File: src/rtl/spi_master_lite.sv
// Mode-0, MSB-first SPI master: one transfer per command, with a programmable length
// and sck half-period, and valid/ready command and response channels.
module spi_master_lite #(
    parameter int DATA_W = 64,
    parameter int SS_W   = 8,
    parameter int DIV_W  = 16,
    parameter int LEN_W  = 7
) (
    input  logic              i_clock,
    input  logic              i_reset,
    input  logic              i_cmd_valid,
    output logic              o_cmd_ready,
    input  logic [DATA_W-1:0] i_cmd_data,
    input  logic [LEN_W-1:0]  i_cmd_len,
    input  logic [SS_W-1:0]   i_cmd_ss,
    input  logic [DIV_W-1:0]  i_cmd_div,
    output logic              o_rsp_valid,
    input  logic              i_rsp_ready,
    output logic [DATA_W-1:0] o_rsp_data,
    output logic              o_busy,
    output logic              o_sck,
    output logic [SS_W-1:0]   o_ss,
    output logic              o_mosi,
    input  logic              i_miso
);

    typedef enum logic [2:0] {
        S_IDLE, S_SETUP, S_HIGH, S_LOW, S_HOLD, S_DONE
    } state_t;

    localparam logic [LEN_W-1:0] FULL_LEN = LEN_W'(DATA_W);

    state_t            r_state;
    state_t            w_next;
    logic [DIV_W-1:0]  r_div;
    logic [DIV_W-1:0]  r_half_cnt;
    logic [LEN_W-1:0]  r_bit_cnt;
    logic [LEN_W-1:0]  w_len;
    logic [DATA_W-2:0] r_tx;
    logic [DATA_W-1:0] r_rx;
    logic [DATA_W-1:0] w_tx_aligned;
    logic              w_accept;
    logic              w_half_done;
    logic              w_last_bit;

    assign w_len        = (i_cmd_len == '0 || i_cmd_len > FULL_LEN) ? FULL_LEN : i_cmd_len;
    // Left-align the payload so the first bit to send is always the MSB.
    assign w_tx_aligned = i_cmd_data << (FULL_LEN - w_len);
    assign w_accept     = i_cmd_valid && (r_state == S_IDLE);
    assign w_half_done  = (r_half_cnt == '0);
    assign w_last_bit   = (r_bit_cnt == LEN_W'(1));

    always_ff @(posedge i_clock or posedge i_reset) begin
        if (i_reset) r_state <= S_IDLE;
        else         r_state <= w_next;
    end

    always_comb begin
        w_next = r_state;
        case (r_state)
            S_IDLE:  if (w_accept)    w_next = S_SETUP;
            S_SETUP: if (w_half_done) w_next = S_HIGH;
            S_HIGH:  if (w_half_done) w_next = w_last_bit ? S_HOLD : S_LOW;
            S_LOW:   if (w_half_done) w_next = S_HIGH;
            S_HOLD:  if (w_half_done) w_next = S_DONE;
            S_DONE:  if (i_rsp_ready) w_next = S_IDLE;
            default:                  w_next = S_IDLE;
        endcase
    end

    always_comb begin
        o_sck       = 1'b0;
        o_busy      = 1'b1;
        o_cmd_ready = 1'b0;
        o_rsp_valid = 1'b0;
        case (r_state)
            S_IDLE: begin
                o_busy      = 1'b0;
                o_cmd_ready = 1'b1;
            end
            S_HIGH:  o_sck       = 1'b1;
            S_DONE:  o_rsp_valid = 1'b1;
            default: ;
        endcase
    end

    always_ff @(posedge i_clock or posedge i_reset) begin
        if (i_reset) begin
            r_half_cnt <= '0;
            r_div      <= '0;
            r_bit_cnt  <= '0;
            r_tx       <= '0;
            r_rx       <= '0;
            o_ss       <= '1;
            o_mosi     <= 1'b1;
            o_rsp_data <= '0;
        end else begin
            // Every phase lasts div+1 clocks, so reload on each state change.
            if (w_next != r_state)
                r_half_cnt <= w_accept ? i_cmd_div : r_div;
            else if (!w_half_done)
                r_half_cnt <= r_half_cnt - DIV_W'(1);

            case (r_state)
                S_IDLE: if (w_accept) begin
                    r_div     <= i_cmd_div;
                    r_bit_cnt <= w_len;
                    r_tx      <= w_tx_aligned[DATA_W-2:0];
                    r_rx      <= '0;
                    o_ss      <= i_cmd_ss;
                    o_mosi    <= w_tx_aligned[DATA_W-1];
                end
                S_HIGH: if (w_half_done) begin
                    r_rx      <= {r_rx[DATA_W-2:0], i_miso};
                    r_bit_cnt <= r_bit_cnt - LEN_W'(1);
                    if (!w_last_bit) begin
                        o_mosi <= r_tx[DATA_W-2];
                        r_tx   <= {r_tx[DATA_W-3:0], 1'b0};
                    end
                end
                S_HOLD: if (w_half_done) begin
                    o_ss       <= '1;
                    o_mosi     <= 1'b1;
                    o_rsp_data <= r_rx;
                end
                default: ;
            endcase
        end
    end

endmodule

File: config.mk
export PLATFORM = sky130hd
export DESIGN_NAME = spi_master_lite
export DESIGN_NICKNAME = d
export VERILOG_FILES = /design/src/rtl/spi_master_lite.sv
export SDC_FILE = /design/constraint.sdc
export NUM_CORES = 1
export LEC_CHECK = 0
export CAP_MARGIN = 10
export CORE_ASPECT_RATIO = 0.6
export CORE_MARGIN = 2
export CORE_UTILIZATION = 45
export DETAILED_ROUTE_END_ITERATION = 8
export PLACE_DENSITY = 0.77
export SYNTH_ARGS = -nofsm -noshare
export SYNTH_HDL_FRONTEND = slang
export SYNTH_SLANG_ARGS = --single-unit
File: constraint.sdc
create_clock -name i_clock -period 20.4 [get_ports i_clock]
set_clock_uncertainty 0.05 [all_clocks]
set_input_delay 5.1 -clock i_clock [delete_from_list [all_inputs] [get_ports i_clock]]
set_output_delay 5.1 -clock i_clock [all_outputs]
set_load 0.03 [all_outputs]
**Word-level counts from Yosys, hierarchy flattened**

Cells that the tools add are included.

- Logic and storage cells: 73
- Bits in latches: 0
- Register bits: 242
- Bits of input ports: 100
- Bits in writable memories: 0
- ROM bits: 0
- Memories: 0

- Eq/ne operators: 12
- Multiply operators: 0
- Add/subtract/negate cells: 3
- Shifts and indexed selects: 1
- $lt $le $gt $ge: 1
- Mux-type cells: 33
- Divide/modulo/power cells: 0
- Bitwise gates (word level): 0
- Reductions and logical operators: 14

Operator list:

| kind | number |
|---|---|
| $mux W63 | 3 |
| $mux W64 | 2 |
| $pmux W64 S2 | 1 |
| $pmux W63 S2 | 1 |
| $shl A64 B7 Y64 | 1 |
| $mux W16 | 3 |
| $mux W7 | 3 |
| $mux W3 | 6 |
| $logic_not A16 Y1 | 1 |
| $mux W8 | 2 |
| $pmux W8 S2 | 1 |
| $sub A16 B1 Y16 const B | 1 |
| $pmux W3 S5 | 1 |
| $pmux W7 S2 | 1 |
| $mux W1 | 8 |
| $ne A2 B2 Y1 const B | 4 |
| $eq A7 B1 Y1 const B | 1 |
| $gt A7 B7 Y1 const B | 1 |
| $logic_not A7 Y1 | 1 |
| $sub A7 B1 Y7 const B | 1 |
| $sub A7 B7 Y7 const A | 1 |
| $eq A3 B2 Y1 const B | 2 |
| $eq A3 B3 Y1 const B | 2 |
| $reduce_and A3 Y1 | 2 |
| 13 further kinds | 14 |

**Longest topological paths before layout**

- Word-level depth: 7
- Depth in mapped cells: 18
- Depth with buffers taken out: 10

**Worst setup path before layout**

No wires, ideal clock.

- Kind: input port to flip-flop
- From: input i_cmd_len[0]
- To: register r_tx[54]
- Stages on the path: 16
- Path slack: 12,150 ps
- Arrival time: 8,074 ps
- Library setup time: 126 ps
- Cells stage by stage: nor2b_1 > buf_6 > inv_6 > buf_6 > buf_6 > buf_4 > ha_1 > buf_2 > inv_1 > buf_2 > buf_2 > buf_2 > mux2i_1 > a2bb2oi_1 > nor2_1 > o32a_1

- Cells in the longest elaborated chain, start to end: 7
- Elaborated cells between the ends (all ways): 8
- Those cells by class: add/sub (1); order compare (1); shift (1); mux (3); reduce/logical (2)

RTL lines:

| item | RTL line | RTL |
|---|---|---|
| start: declaration | 14 | `input logic [LEN_W-1:0] i_cmd_len,` |
| $gt A7 B7 Y1 / $logic_not A7 Y1 (equally long branches) | 46 | `assign w_len = (i_cmd_len == '0 \|\| i_cmd_len > FULL_LEN) ? FULL_LEN : i_cmd_len;` |
| $logic_or A1 B1 Y1 | 46 |  |
| $mux W7 * | 46 |  |
| $sub A7 B7 Y7 * | 48 | `assign w_tx_aligned = i_cmd_data << (FULL_LEN - w_len);` |
| $shl A64 B7 Y64 * | 48 |  |
| $mux W63 * | 105 | `S_IDLE: if (w_accept) begin` |
| $pmux W63 S2 * | 104 | `case (r_state)` |
| end signal: assignment | 108 | `r_tx <= w_tx_aligned[DATA_W-2:0];` |
| end signal: assignment | 118 | `r_tx <= {r_tx[DATA_W-3:0], 1'b0};` |
| end: declaration | 39 | `logic [DATA_W-2:0] r_tx;` |

Mark *: on every way between the ends. The rest lies on a longest branch, timed or not. The select of a mux whose other input is x is not followed.
A chain may end at the register's enable or synchronous reset.

**Worst setup path after layout**

- From: input i_cmd_len[6]
- To: register r_tx[54]

Same word-level chain as after synthesis.

==> flow_metrics.py <==
metrics = {
    "status": {
        "status": "finished clean",
    },
    "yosys": {
        "synth.yosys.seq_area_share_pct": 42.4,
        "synth_cell_types": 73,
        "yosysWarnings": 0,
        "yosysTopAreaCellShare_pct": 40.7,
        "synth_ff_type": "dfrtp_1",
        "syn_nets": 1653,
        "netlist_area_um2": 14300,
        "synth-edff-count": 0,
        "synth.area.top_cells": "dfrtp_1, mux2i_1, nand2_1",
        "synth-async-reset-ratio_pct": 100,
        "synth_area_leader_cell": "dfrtp_1",
        "ys_ff_latch": 242,
        "synthCells": 1549,
        "synth_area_per_cell_um2": 9.25,
    },
    "die": {
        "fp.dieArea_um2": 33300,
        "io_pins": 177,
        "placementRows": 50,
        "start_util_pct": 45.8,
        "die-width_um": 234,
        "die_y_um": 142,
        "core_um2": 31300,
    },
    "sta": {
        "max_freq_mhz": 104,
        "period_share_pct": 47.4,
        "setup_viol": 0,
        "drv_slew": 0,
        "rsz0062_at_grt": "false",
        "fin_tns_setup_ps": 0,
        "period_minus_slack_ps": 9660,
        "hold_viol": 0,
        "slew_headroom_pct": 13.9,
        "worst_pin_slew_ps": 1280,
        "hold_ws_ps": 421,
    },
    "worst_setup_path": {
        "crit_path_top_delay_cell": "buf_4",
        "timing.rr.start": "r_state[1]",
        "cp-endpoint": "r_tx[54]",
        "crit_family": "buffers and inverters",
        "cp_num_buf_inv": 4,
        "max_stage_delay_ps": 770,
        "cp.arrival_ps": 10020,
        "reg2reg_to": "r_tx[55]",
        "path_class": "primary input to register",
        "cp_common_cell": "buf_4",
        "path_cells": "clkdlybuf4s50_1 > nor2b_4 > buf_4 > inv_6 > ha_1 > xor2_4 > buf_4 > mux2i_1 > mux4_2 > a2bb2oi_1 > nor2_1 > o32a_1",
        "startpoint": "i_cmd_len[6]",
        "r2r_slack_ps": 16090,
        "required_ps": 20760,
        "reg2reg_depth": 8,
        "cp-end-kind": "register",
        "startpoint_type": "primary input",
        "path_max_fanout": 68,
        "path_depth": 12,
    },
    "cells_and_area": {
        "instances_no_fill": 2087,
        "n_fill_cell": 2761,
        "drive_gt1_share_pct": 11.0,
        "post-route-util_pct": 54.6,
        "area_delta_synth_final_pct": 19.3,
        "finalNetCount": 1759,
        "layout_common_cells": "nand2_1, dfrtp_1, clkdlybuf4s50_1",
        "mostFrequentLayoutCell": "nand2_1",
    },
    "pwr": {
        "p_leak_uw": 0.00790,
        "powerDensity_nw_per_um2": 97.3,
        "p_total_uw": 1660,
        "peakVddDrop_mv": 0.0727,
    },
    "place": {
        "placed_cells": 2046,
        "io_buffers": 176,
        "place.gp.congestion": 0.990,
        "place_hpwl_mm": 33.8,
    },
    "clock_tree": {
        "ctsResizeCount": 0,
        "holdBufCountCts": 0,
        "post-cts-setup-buffers": 0,
        "cts_buffer_depth": 3,
        "clock_latency_ps": 530,
        "cts_buffers": 23,
        "cts-root-buf": "clkbuf_16",
        "clock_sinks": 242,
        "path_clk_slew_ps": 70,
        "htree_levels": 1,
        "cts_tree": "done",
    },
    "routing": {
        "wl_per_cell_um": 22.8,
        "vias": 13000,
        "dr.pass1.iters": 8,
        "drc": 0,
        "viasPerCell": 6.23,
        "ant_nets": 0,
        "dr.first_iter.drc_count": 1722,
        "wirelength_mm": 47.5,
    },
    "global_route": {
        "grt_pass1_vias": 12300,
        "use_met1_pct": 43.4,
        "grt_antenna_before_repair": 1,
        "grt_max_degree": 93,
        "track_usage_pct": 28.5,
        "use_met2_pct": 39.5,
        "grt_pass1_wl_mm": 74.0,
        "met3_usage_pct": 8.99,
        "top_usage_layer": "met1",
        "grt.overflow.total": 0,
    },
    "flow_run": {
        "maxCapViolations": 0,
    },
    "min_path": {
        "hp-start": "r_div[1]",
        "min_path_type": "register to register",
    },
}
[per-stage QoR]
step | cell area, um^2 | setup slack, ps
floorplan | 14300 | 8620
global placement | 16300 | 10410
detailed placement | 16300 | 10320
CTS | 17100 | 10880
global route | 17100 | 10530
finish | 17100 | 10740
[power breakdown]
part           leakage [uW]  switching [uW]  internal [uW]
Combinational       0.00436             350            209
Sequential          0.00317            80.9            589
Clock              0.000373             187            247
[worst reg2reg max path, cell delays in order, from the launching register on]
cell      delay (ps)
dfrtp_1          510
inv_1            130
or3_1            740
inv_4            720
buf_4            870
nor3_1           170
buf_4            250
a221oi_1         510
a41oi_1          180
[how the worst min path moves through the flow]
stage	endpoint	slack [ps]	depth (start not counted)
4_1_cts	r_div[1]	420	2
5_1_grt	r_div[1]	450	2
3_5_place_dp	r_tx[0]	420	2
2_1_floorplan	r_rx[63]	380	2
3_3_place_gp	r_rx[63]	400	2
6_report	r_div[1]	420	2
[routing by layer]
metal | wire (um) | part of all wire, %
met5 | 113 | 0.24
met4 | 936 | 2.0
met3 | 5230 | 11
met2 | 19500 | 41
met1 | 21800 | 46
[flip-flops by register name, summed over array words and instances (netlist names)]
name,count
r_div,16
o_rsp_data,64
r_tx,63
o_mosi,1
o_ss,8
r_half_cnt,16
r_bit_cnt,7
r_rx,64
r_state,3
[cell type report]
cell class / count / area [um^2] / area share, %
Antenna cell: 1 / 2.50 / 0.0146
Clock buffer: 31 / 646 / 3.78
Clock inverter: 9 / 98.8 / 0.579
Inverter: 15 / 71.3 / 0.417
Multi-Input combinational cell: 1173 / 7740 / 45.3
Sequential cell: 242 / 6070 / 35.5
Tap cell: 416 / 520 / 3.05
Timing Repair Buffer: 200 / 1940 / 11.4
[synthesized netlist by cell type (all sizes together) (3+ instances only)]
| library cell | number |
|---|---|
| nand2b | 4 |
| a31oi | 13 |
| a311oi | 3 |
| o21a | 3 |
| xnor2 | 7 |
| inv | 15 |
| a41oi | 3 |
| nor2b | 5 |
| a211oi | 5 |
| o32a | 4 |
| mux2 | 74 |
| or2 | 3 |
| dfstp | 9 |
| a222oi | 6 |
| nor2 | 108 |
| or3 | 3 |
| buf | 53 |
| ha | 4 |
| a21oi | 91 |
| mux2i | 147 |
| nand2 | 305 |
| and3 | 12 |
| mux4 | 22 |
| o211ai | 7 |
| nor3 | 25 |
| a21o | 4 |
| nand3 | 103 |
| a22oi | 41 |
| o31ai | 4 |
| and2 | 7 |
| dfrtp | 233 |
| o21ai | 64 |
| xor2 | 7 |
| a221oi | 38 |
| a221o | 6 |
| clkbuf | 66 |
| nor4 | 8 |
| nand4 | 3 |
| o22ai | 6 |
[cell families after synthesis]
| group | Yosys count | share of synthesized area, % |
|---|---|---|
| xor gates and xnor gates | 14 | 0.987 |
| buffers and inverters | 134 | 4.25 |
| AOI/OAI and AO/OA | 320 | 14.8 |
| adders and majority gates | 4 | 0.349 |
| and+or+nand+nor | 592 | 17.7 |
| DFF | 242 | 42.4 |
| muxes | 243 | 19.5 |
Note: power is estimated with default switching activity, not from simulation.
